**src/rtl/amux_seq_pkg.sv**
```systemverilog
// Shared types and helpers for the analog-mux select sequencer.
// The optional auto-scan feature is enabled by defining AMUX_AUTO_SCAN_EN.
package amux_seq_pkg;

  // State encodings, kept explicit so the enum values are stable across tools.
  localparam logic [1:0] StEncIdle   = 2'b00;
  localparam logic [1:0] StEncBreak  = 2'b01;
  localparam logic [1:0] StEncSettle = 2'b10;
  localparam logic [1:0] StEncHold   = 2'b11;

  typedef enum logic [1:0] {
    IDLE   = StEncIdle,
    BREAK  = StEncBreak,
    SETTLE = StEncSettle,
    HOLD   = StEncHold
  } amux_seq_state_t;

  // Width needed to hold the largest interval parameter as a down-count value.
  function automatic int unsigned amux_cnt_width(input int unsigned a,
                                                 input int unsigned b,
                                                 input int unsigned c);
    int unsigned m;
    m = a;
    if (b > m) m = b;
    if (c > m) m = c;
    if (m < 1) m = 1;
    return $clog2(m + 1);
  endfunction

endpackage

```
**src/rtl/amux_seq_timer.sv**
```systemverilog
// Load / count-down interval timer. done_o is high while the count is zero;
// the count saturates at zero rather than wrapping.
module amux_seq_timer #(
  parameter int unsigned Width = 4
) (
  input  logic             clk_i,
  input  logic             rst_ni,
  input  logic             load_i,
  input  logic [Width-1:0] load_val_i,
  input  logic             en_i,
  output logic             done_o
);

  logic [Width-1:0] cnt_q, cnt_d;

  // Load takes priority over counting; counting stops at zero.
  always_comb begin
    cnt_d = cnt_q;
    if (load_i) begin
      cnt_d = load_val_i;
    end else if (en_i && (cnt_q != '0)) begin
      cnt_d = cnt_q - Width'(1);
    end
  end

  // Counter register with synchronous active-low reset.
  always_ff @(posedge clk_i) begin
    if (!rst_ni) begin
      cnt_q <= '0;
    end else begin
      cnt_q <= cnt_d;
    end
  end

  assign done_o = (cnt_q == '0);

endmodule

```
**src/rtl/amux_sel_sequencer.sv**
```systemverilog
// Break-before-make select sequencer for a 2:1 analog mux.
// Accepts channel requests on a valid/ready handshake, drops mux_en for a dead
// interval before moving select, then waits a settle interval before reporting
// settled with a one-cycle sample_strobe.
// Define AMUX_AUTO_SCAN_EN to add the scan_en port and dwell-based auto toggling.
module amux_sel_sequencer
  import amux_seq_pkg::*;
#(
  parameter int unsigned DEAD_CYCLES   = 2,
  parameter int unsigned SETTLE_CYCLES = 8,
  parameter int unsigned DWELL_CYCLES  = 16
) (
  input  logic clk,
  input  logic resetb,
`ifdef AMUX_AUTO_SCAN_EN
  input  logic scan_en,
`endif
  input  logic req_valid,
  input  logic req_sel,
  output logic req_ready,
  output logic select,
  output logic mux_en,
  output logic settled,
  output logic sample_strobe,
  output logic busy
);

  localparam int unsigned CntW = amux_cnt_width(DEAD_CYCLES, SETTLE_CYCLES, DWELL_CYCLES);

  // Zero-length intervals would break the break-before-make guarantee.
  if (DEAD_CYCLES < 1) begin : g_bad_dead
    $error("DEAD_CYCLES must be >= 1");
  end
  if (SETTLE_CYCLES < 1) begin : g_bad_settle
    $error("SETTLE_CYCLES must be >= 1");
  end
`ifdef AMUX_AUTO_SCAN_EN
  if (DWELL_CYCLES < 1) begin : g_bad_dwell
    $error("DWELL_CYCLES must be >= 1");
  end
`endif

  amux_seq_state_t state_q;
  logic            select_q;
  logic            sel_lat_q;
  logic            mux_en_q;
  logic            settled_q;
  logic            strobe_q;

  logic            accept;
  logic            chan_change;
  logic            scan_go;

  logic            iv_load;
  logic [CntW-1:0] iv_load_val;
  logic            iv_en;
  logic            iv_done;

  assign req_ready   = (state_q == IDLE) || (state_q == HOLD);
  assign busy        = (state_q == BREAK) || (state_q == SETTLE);
  assign accept      = req_valid && req_ready;
  assign chan_change = (state_q == IDLE) || (req_sel != select_q);

`ifdef AMUX_AUTO_SCAN_EN
  logic dw_load;
  logic dw_en;
  logic dw_done;

  // Dwell restarts on each HOLD entry and only advances while scanning is enabled.
  always_comb begin
    dw_load = (state_q == SETTLE) && iv_done;
    dw_en   = (state_q == HOLD) && scan_en;
  end

  amux_seq_timer #(
    .Width (CntW)
  ) u_dwell_timer (
    .clk_i      (clk),
    .rst_ni     (resetb),
    .load_i     (dw_load),
    .load_val_i (CntW'(DWELL_CYCLES - 1)),
    .en_i       (dw_en),
    .done_o     (dw_done)
  );

  // Self-issued toggle; an accepted external request in the same cycle wins.
  assign scan_go = (state_q == HOLD) && scan_en && dw_done && !accept;
`else
  assign scan_go = 1'b0;
`endif

  // Interval timer control: one shared counter covers the break and settle phases.
  always_comb begin
    iv_load     = 1'b0;
    iv_load_val = '0;
    iv_en       = 1'b0;
    unique case (state_q)
      IDLE: begin
        if (accept) begin
          iv_load     = 1'b1;
          iv_load_val = CntW'(DEAD_CYCLES - 1);
        end
      end
      BREAK: begin
        if (iv_done) begin
          iv_load     = 1'b1;
          iv_load_val = CntW'(SETTLE_CYCLES - 1);
        end else begin
          iv_en = 1'b1;
        end
      end
      SETTLE: begin
        iv_en = !iv_done;
      end
      HOLD: begin
        if ((accept && chan_change) || scan_go) begin
          iv_load     = 1'b1;
          iv_load_val = CntW'(DEAD_CYCLES - 1);
        end
      end
      default: ;
    endcase
  end

  amux_seq_timer #(
    .Width (CntW)
  ) u_iv_timer (
    .clk_i      (clk),
    .rst_ni     (resetb),
    .load_i     (iv_load),
    .load_val_i (iv_load_val),
    .en_i       (iv_en),
    .done_o     (iv_done)
  );

  // Sequencer FSM with registered outputs; select only moves on BREAK->SETTLE.
  always_ff @(posedge clk) begin
    if (!resetb) begin
      state_q   <= IDLE;
      select_q  <= 1'b0;
      sel_lat_q <= 1'b0;
      mux_en_q  <= 1'b0;
      settled_q <= 1'b0;
      strobe_q  <= 1'b0;
    end else begin
      strobe_q <= 1'b0;
      unique case (state_q)
        IDLE: begin
          if (accept) begin
            sel_lat_q <= req_sel;
            state_q   <= BREAK;
          end
        end
        BREAK: begin
          if (iv_done) begin
            select_q <= sel_lat_q;
            mux_en_q <= 1'b1;
            state_q  <= SETTLE;
          end
        end
        SETTLE: begin
          if (iv_done) begin
            settled_q <= 1'b1;
            strobe_q  <= 1'b1;
            state_q   <= HOLD;
          end
        end
        HOLD: begin
          if (accept && !chan_change) begin
            // Same channel: path already settled, just re-issue the strobe.
            strobe_q <= 1'b1;
          end else if (accept || scan_go) begin
            sel_lat_q <= accept ? req_sel : ~select_q;
            mux_en_q  <= 1'b0;
            settled_q <= 1'b0;
            state_q   <= BREAK;
          end
        end
        default: state_q <= IDLE;
      endcase
    end
  end

  assign select        = select_q;
  assign mux_en        = mux_en_q;
  assign settled       = settled_q;
  assign sample_strobe = strobe_q;

endmodule
```
**config.mk**
```make
export PLATFORM = sky130hd
export DESIGN_NAME = amux_sel_sequencer
export DESIGN_NICKNAME = d
export VERILOG_FILES = /design/src/rtl/amux_seq_pkg.sv /design/src/rtl/amux_seq_timer.sv /design/src/rtl/amux_sel_sequencer.sv
export SDC_FILE = /design/constraint.sdc
export NUM_CORES = 1
export LEC_CHECK = 0
export ABC_CLOCK_PERIOD_IN_PS = 3000
export CAP_MARGIN = 30
export CORE_MARGIN = 1.5
export CORE_UTILIZATION = 40
export DETAILED_ROUTE_END_ITERATION = 10
export SLEW_MARGIN = 20
export SYNTH_ARGS = -nofsm -noshare
export SYNTH_HDL_FRONTEND = slang
export SYNTH_SLANG_ARGS = --single-unit
```
**constraint.sdc**
```tcl
create_clock -name clk -period 3 [get_ports clk]
set_input_delay 0.3 -clock clk [delete_from_list [all_inputs] [get_ports clk]]
set_output_delay 0.3 -clock clk [all_outputs]
set_load 0.02 [all_outputs]
```
==> flow_summary.json, run 1 <==
{
  "grt_usage_pct": 17.8,
  "cts_setup_buffers": 0,
  "core_sq_um": 1730,
  "nets": 109,
  "cpPeakStageDelay_ps": 590,
  "yosys_warnings": 0,
  "cp_max_fo": 6,
  "synthAdderAreaFrac_pct": 12.0,
  "first_pass_iters": 4,
  "finClkSkew_ps": 1.41,
  "clockBufferDepth": 2,
  "end_kind": "output pin",
  "place_congestion": 0.774,
  "comb_power_share_pct": 54.1,
  "synth_top_family_by_area": "simple AND/OR/NAND/NOR gates",
  "crit_chain": "inv_1 > ha_1 > inv_1 > clkdlybuf4s50_1",
  "rsz0062_at_grt": "false",
  "std_cell_rows": 15,
  "gr-total-overflow": 0,
  "max-vdd-ir-drop_uv": 438,
  "maxCapViolations": 0,
  "htreeDepth": 1,
  "cts-root-buf": "clkbuf_4",
  "finalHoldViolCount": 0,
  "r2r_cells": 6,
  "crit_arrival_ps": 1830,
  "hp-class": "flip-flop to flip-flop",
  "via_per_inst": 5.14,
  "route.met3.wl_um": 48,
  "insertion_delay_ps": 280,
  "syn-instance-count": 86,
  "die_w_um": 45.7,
  "grt_start_max_net_pins": 15,
  "synthTopCellsByArea": "dfxtp_1 (33%), ha_1 (12%), a21oi_1 (5.5%), inv_1 (4.6%), o21ai_0 (4.1%)",
  "finalCritPeriodShare_pct": 71.0,
  "portBuffers": 9,
  "stdcell_count": 122,
  "p_sw_uw": 331,
  "finalWirelength_um": 1510,
  "tightestPinTransition_ps": 707,
  "cpMostUsedCell": "inv_1",
  "synth_nets": 97,
  "synthesis.area_sq_um": 731,
  "placedCellCount": 118,
  "grt_pass1_wl_um": 2590,
  "pwr-share-clk_pct": 16.7,
  "slew_viol_final": 0,
  "synthMuxAreaShare_pct": 1.37,
  "synth_edf_count": 0,
  "r2r_slack_ps": 920,
  "power_leakage_uw": 0.000331,
  "synth_most_common_cell": "dfxtp_1",
  "synthSimpleGateAreaFrac_pct": 22.1,
  "antenna_left": 0,
  "crit_required_ps": 2700,
  "drive_gt1_share_pct": 7.22,
  "topRoutingLayerUsed": "met4",
  "pin_count": 10,
  "diodes": 0,
  "wl_per_cell_um": 12.4,
  "dieArea_sq_um": 2090,
  "critPathLaunchType": "flip-flop",
  "clk_pin_slew_worst_paths_ps": 80,
  "synth_compound_area_share_pct": 21.6,
  "yosys_register_bits": 12,
  "setup_violations": 0,
  "hp-start": "sel_lat_q",
  "r2r_end": "u_iv_timer.cnt_q[2]",
  "cts_buffers": 3,
  "switching_share_pct": 42.1,
  "max_slew_margin_pct": 52.7,
  "synth_xor_area_share_pct": 3.60,
  "vias": 627,
  "status": "finished, final reports clean",
  "fin_crit_ps": 2130,
  "area_growth_pct": 20.2,
  "cts.sinks": 12,
  "synth_common_cells": "dfxtp_1 (12), inv_1 (9), a21oi_1 (8)",
  "die_h_um": 45.7,
  "holdPathStages": 2,
  "synth_ff_type": "dfxtp_1",
  "timing.fmax_mhz": 469,
  "cts_resized": 0,
  "setup.worst_path.class": "flip-flop to output pin",
  "seqPwrFrac_pct": 29.2,
  "grt_pass1_vias": 592,
  "yosysTopAreaCell": "dfxtp_1",
  "wl_met2_um": 711,
  "antenna_found_initial": 0,
  "cts_tree": "yes",
  "start_util_pct": 42.3,
  "drc_errors": 0,
  "p_int_uw": 454,
  "cp_slowest_cell": "clkdlybuf4s50_1",
  "drt-met1-wl_um": 707,
  "synth.distinct_cells": 33,
  "yosysTopAreaCellShare_pct": 32.9,
  "power_density_nw_per_um2": 894,
  "r2r_start": "u_iv_timer.cnt_q[0]",
  "synth-async-reset-ratio_pct": 0,
  "drt_iter0_markers": 13,
  "worstHoldEndpoint": "select",
  "ys_seq_area_share_pct": 32.9,
  "syn_avg_cell_area_sq_um": 8.50,
  "hpwl_um": 1150,
  "timing.setup.tns_ps": 0,
  "hold_buffers": 0
}
-- power groups by stage --
stage / Sequential (uW) / Clock [uW] / Combinational [uW]
final: 230 / 131 / 425
after global routing: 238 / 142 / 472
after CTS: 231 / 136 / 428
after detailed placement: 234 / 0 / 425
after global placement: 232 / 0 / 427
after floorplan: 236 / 0 / 317
-- flip-flops by register name (all words and copies together), names as in the netlist --
signal and flops:
sel_lat_q 1, mux_en 1, select 1, settled 1, state_q 2, u_iv_timer.cnt_q 5, sample_strobe 1
-- worst max path at each step --
stage                                     end  slack [ps]  depth (start not counted)           startpoint
after global routing      u_iv_timer.cnt_q[2]         730                          6  u_iv_timer.cnt_q[0]
after detailed placement  u_iv_timer.cnt_q[2]         930                          6  u_iv_timer.cnt_q[0]
final                               req_ready         870                          4           state_q[0]
after floorplan           u_iv_timer.cnt_q[2]        1130                          6           state_q[0]
after CTS                           req_ready         840                          4           state_q[0]
after global placement    u_iv_timer.cnt_q[2]         920                          6  u_iv_timer.cnt_q[0]
-- worst max-delay path: cells and delay by family (launching register included) --
| kind | cells | cell delay [ps] |
|---|---|---|
| DFF | 1 | 400 |
| adders and majority gates | 1 | 380 |
| buffers and inverters | 3 | 770 |
-- layout make-up --
class                   instances  area [sq um]
fillers                       172           848
multi-input cells              62           443
flip-flops and latches         12           240
repair buffers                  9          90.1
inverters                      10          37.5
clock buffers                   4          36.3
well taps                      25          31.3
-- placed cells by master (no fill, tap or decap), types with 2 or more instances in the layout --
| master | count |
|---|---|
| dfxtp_1 | 12 |
| inv_1 | 9 |
| clkdlybuf4s50_1 | 9 |
| a21oi_1 | 8 |
| ha_1 | 7 |
| nor2_1 | 6 |
| o21ai_0 | 6 |
| nand3_1 | 5 |
| nand2_1 | 3 |
| clkbuf_4 | 3 |
| nor2b_1 | 2 |
| xor2_1 | 2 |
| and4_1 | 2 |
| nor3_1 | 2 |
| or3_1 | 2 |
-- kinds of logic after synthesis --
family / after synthesis
flops: 12
fa+ha+maj: 7
mux: 1
xor+xnor: 3
buf+inv: 12
simple gates: 27
compound gates: 24
-- metal layers --
metal	global-route usage (%)	vias to the layer above
met2	27.3	10
met5	0	-
li1	-	330
met4	10.3	0
met1	21.9	283
met3	5.16	4
-- through the flow --
stage | utilization, % | worst slack (ps) | hold slack [ps] | total power, uW | instance area, sq um
after CTS | 50.9 | 845 | 470 | 795 | 878
final | 50.9 | 869 | 460 | 785 | 878
after floorplan | - | 1130 | 436 | 554 | 731
after detailed placement | 48.8 | 926 | 458 | 659 | 842
after global routing | 50.9 | 728 | 498 | 853 | 878
after global placement | 48.8 | 924 | 458 | 659 | 842
(Power assumes the default switching activity.)
==> run 2, diff against run 1 <==
--- a/config.mk
+++ b/config.mk
@@ -5,7 +5,7 @@
 export SDC_FILE = /design/constraint.sdc
 export NUM_CORES = 1
 export LEC_CHECK = 0
-export ABC_CLOCK_PERIOD_IN_PS = 3000
+export ABC_CLOCK_PERIOD_IN_PS = 2000
 export CAP_MARGIN = 30
 export CORE_MARGIN = 1.5
 export CORE_UTILIZATION = 40
==> constraint.sdc (replaced) <==
create_clock -name clk -period 2 [get_ports clk]
set_input_delay 0.2 -clock clk [delete_from_list [all_inputs] [get_ports clk]]
set_output_delay 0.2 -clock clk [all_outputs]
set_load 0.02 [all_outputs]
==> run 2 against run 1 <==
  * Cell count rose by 4.9%
  * Routed wire length rose by 6.2%
  * Critical endpoint is now state_q[0]
  * Register-to-register slack got worse by 750 ps
  * Total power up 61%
  * Critical path depth is 3 higher
  * First-iteration DRC count is 7.7% higher
  * Flip-flop and latch count is the same
  * Clock skew rose by 9.4 ps
  * Worst hold slack improved by 4.1 ps
  * Highest routed layer unchanged
  * Cell area up 5.7%
  * Largest power group unchanged
  * Via count increased by 4.0%
==> flow_summary.json, run 2 (synthesis gave the netlist of run 1 again) <==
{
  "status": "finished, final reports clean",
  "cts_tree": "yes",
  "insertion_delay_ps": 280,
  "clk_pin_slew_worst_paths_ps": 70,
  "reg_top3": "u_iv_timer.cnt_q x5, state_q x2",
  "tightestPinTransition_ps": 420,
  "total_power_uw": 1260,
  "finalWirelength_um": 1600,
  "setup_violations": 0,
  "std_cell_rows": 15,
  "largest_reg_flops": 5,
  "fillers": 183,
  "wl_per_cell_um": 12.5,
  "crit_chain": "inv_1 > ha_1 > nand3b_1 > nor3_1 > buf_4 > or3_1 > a21oi_1",
  "end_kind": "flip-flop",
  "core_sq_um": 1730,
  "hp-class": "flip-flop to flip-flop",
  "first_pass_iters": 4,
  "grt_usage_pct": 18.4,
  "vias": 652,
  "drt_iter0_markers": 14,
  "die_h_um": 45.7,
  "htreeDepth": 1,
  "cpPeakStageDelay_ps": 410,
  "timing.setup.tns_ps": 0,
  "final_cell_mix": "dfxtp_1 (12), inv_1 (9), a21oi_1 (8)",
  "crit_required_ps": 2200,
  "path_buf_inv": 2,
  "route.met3.wl_um": 61,
  "critical-path-top-delay-family": "simple AND/OR/NAND/NOR gates",
  "area_growth_pct": 27.1,
  "gr-total-overflow": 0,
  "cts.sinks": 12,
  "crit_arrival_ps": 2030,
  "grt_pass1_vias": 581,
  "cp_slowest_cell": "dfxtp_1",
  "fin_crit_ps": 1830,
  "via_per_inst": 5.09,
  "pin_count": 10,
  "placedCellCount": 124,
  "final_core_util_pct": 53.8,
  "grt_start_max_net_pins": 10,
  "cp_max_fo": 6,
  "finClkSkew_ps": 10.9,
  "antenna_found_initial": 0,
  "topRoutingLayerUsed": "met4",
  "die_w_um": 45.7,
  "hold_buffers": 0,
  "drc_errors": 0,
  "portBuffers": 9,
  "final_common_cell": "dfxtp_1",
  "antenna_left": 0,
  "critPathLaunchType": "flip-flop",
  "rsz0062_at_grt": "false",
  "diodes": 0,
  "drive_gt1_share_pct": 13.6,
  "power_density_nw_per_um2": 1360,
  "finalCritPeriodShare_pct": 91.5,
  "clockBufferDepth": 2,
  "dieArea_sq_um": 2090,
  "setup.worst_path.class": "flip-flop to flip-flop",
  "stdcell_count": 128,
  "top_register": "u_iv_timer.cnt_q",
  "max_slew_margin_pct": 71.9,
  "finalHoldViolCount": 0,
  "max-vdd-ir-drop_uv": 635,
  "cts_setup_buffers": 0,
  "timing.fmax_mhz": 547,
  "cts-root-buf": "clkbuf_4",
  "drt-met1-wl_um": 756,
  "whs_ps": 464,
  "place_congestion": 0.796,
  "power_leakage_uw": 0.000369,
  "hpwl_um": 1220,
  "maxCapViolations": 0,
  "cts_buffers": 3,
  "nets": 115,
  "grt_pass1_wl_um": 2710,
  "wl_met2_um": 777,
  "slew_viol_final": 0,
  "start_util_pct": 42.3
}
[run 2: area by class of cell]
type	count	area [sq um]	share of cell area, %
inverters	10	37.5	4.04
flip-flops and latches	12	240	25.9
multi-input cells	62	450	48.5
clock buffers	4	36.3	3.91
well taps	25	31.3	3.37
repair buffers	15	133	14.3
[run 2: per-stage QoR]
stage | cell area, sq um | worst slack (ps)
2_1_floorplan | 731 | 134
3_5_place_dp | 887 | 107
4_1_cts | 921 | 93.3
6_report | 928 | 171
3_3_place_gp | 887 | 209
5_1_grt | 928 | 20.9
[run 2: tightest hold or removal path: stages (launching register included)]
cell	delay (ps)
dfxtp_1	310
nand3_1	60
a21oi_1	50
[run 2: path summary, 6_finish.rpt]
check | startpoint | to | slack [ps] | depth (start not counted)
max reg2reg | state_q[0] | state_q[0] | 170 | 7
min reg2reg | sel_lat_q | select | 460 | 2
min | sel_lat_q | select | 460 | 2
max | state_q[0] | state_q[0] | 170 | 7
[run 2: where the power goes]
group / switching [uW] / leakage, uW / internal, uW / total (uW)
clock network: 83.0 / 0.0000210 / 111 / 194
logic: 385 / 0.000250 / 337 / 721
registers: 55.5 / 0.0000978 / 293 / 349
[run 2: per-layer routing]
metal,GRT usage [%],vias up
met5,0,-
met4,5.14,0
met3,8.33,2
met2,27.6,8
met1,23.8,303
li1,-,339
[run 2: repair_timing]
item,4_1_cts,5_1_grt
setup endpoints to repair,2,3
cloned,0,0
gates resized for setup,2,3
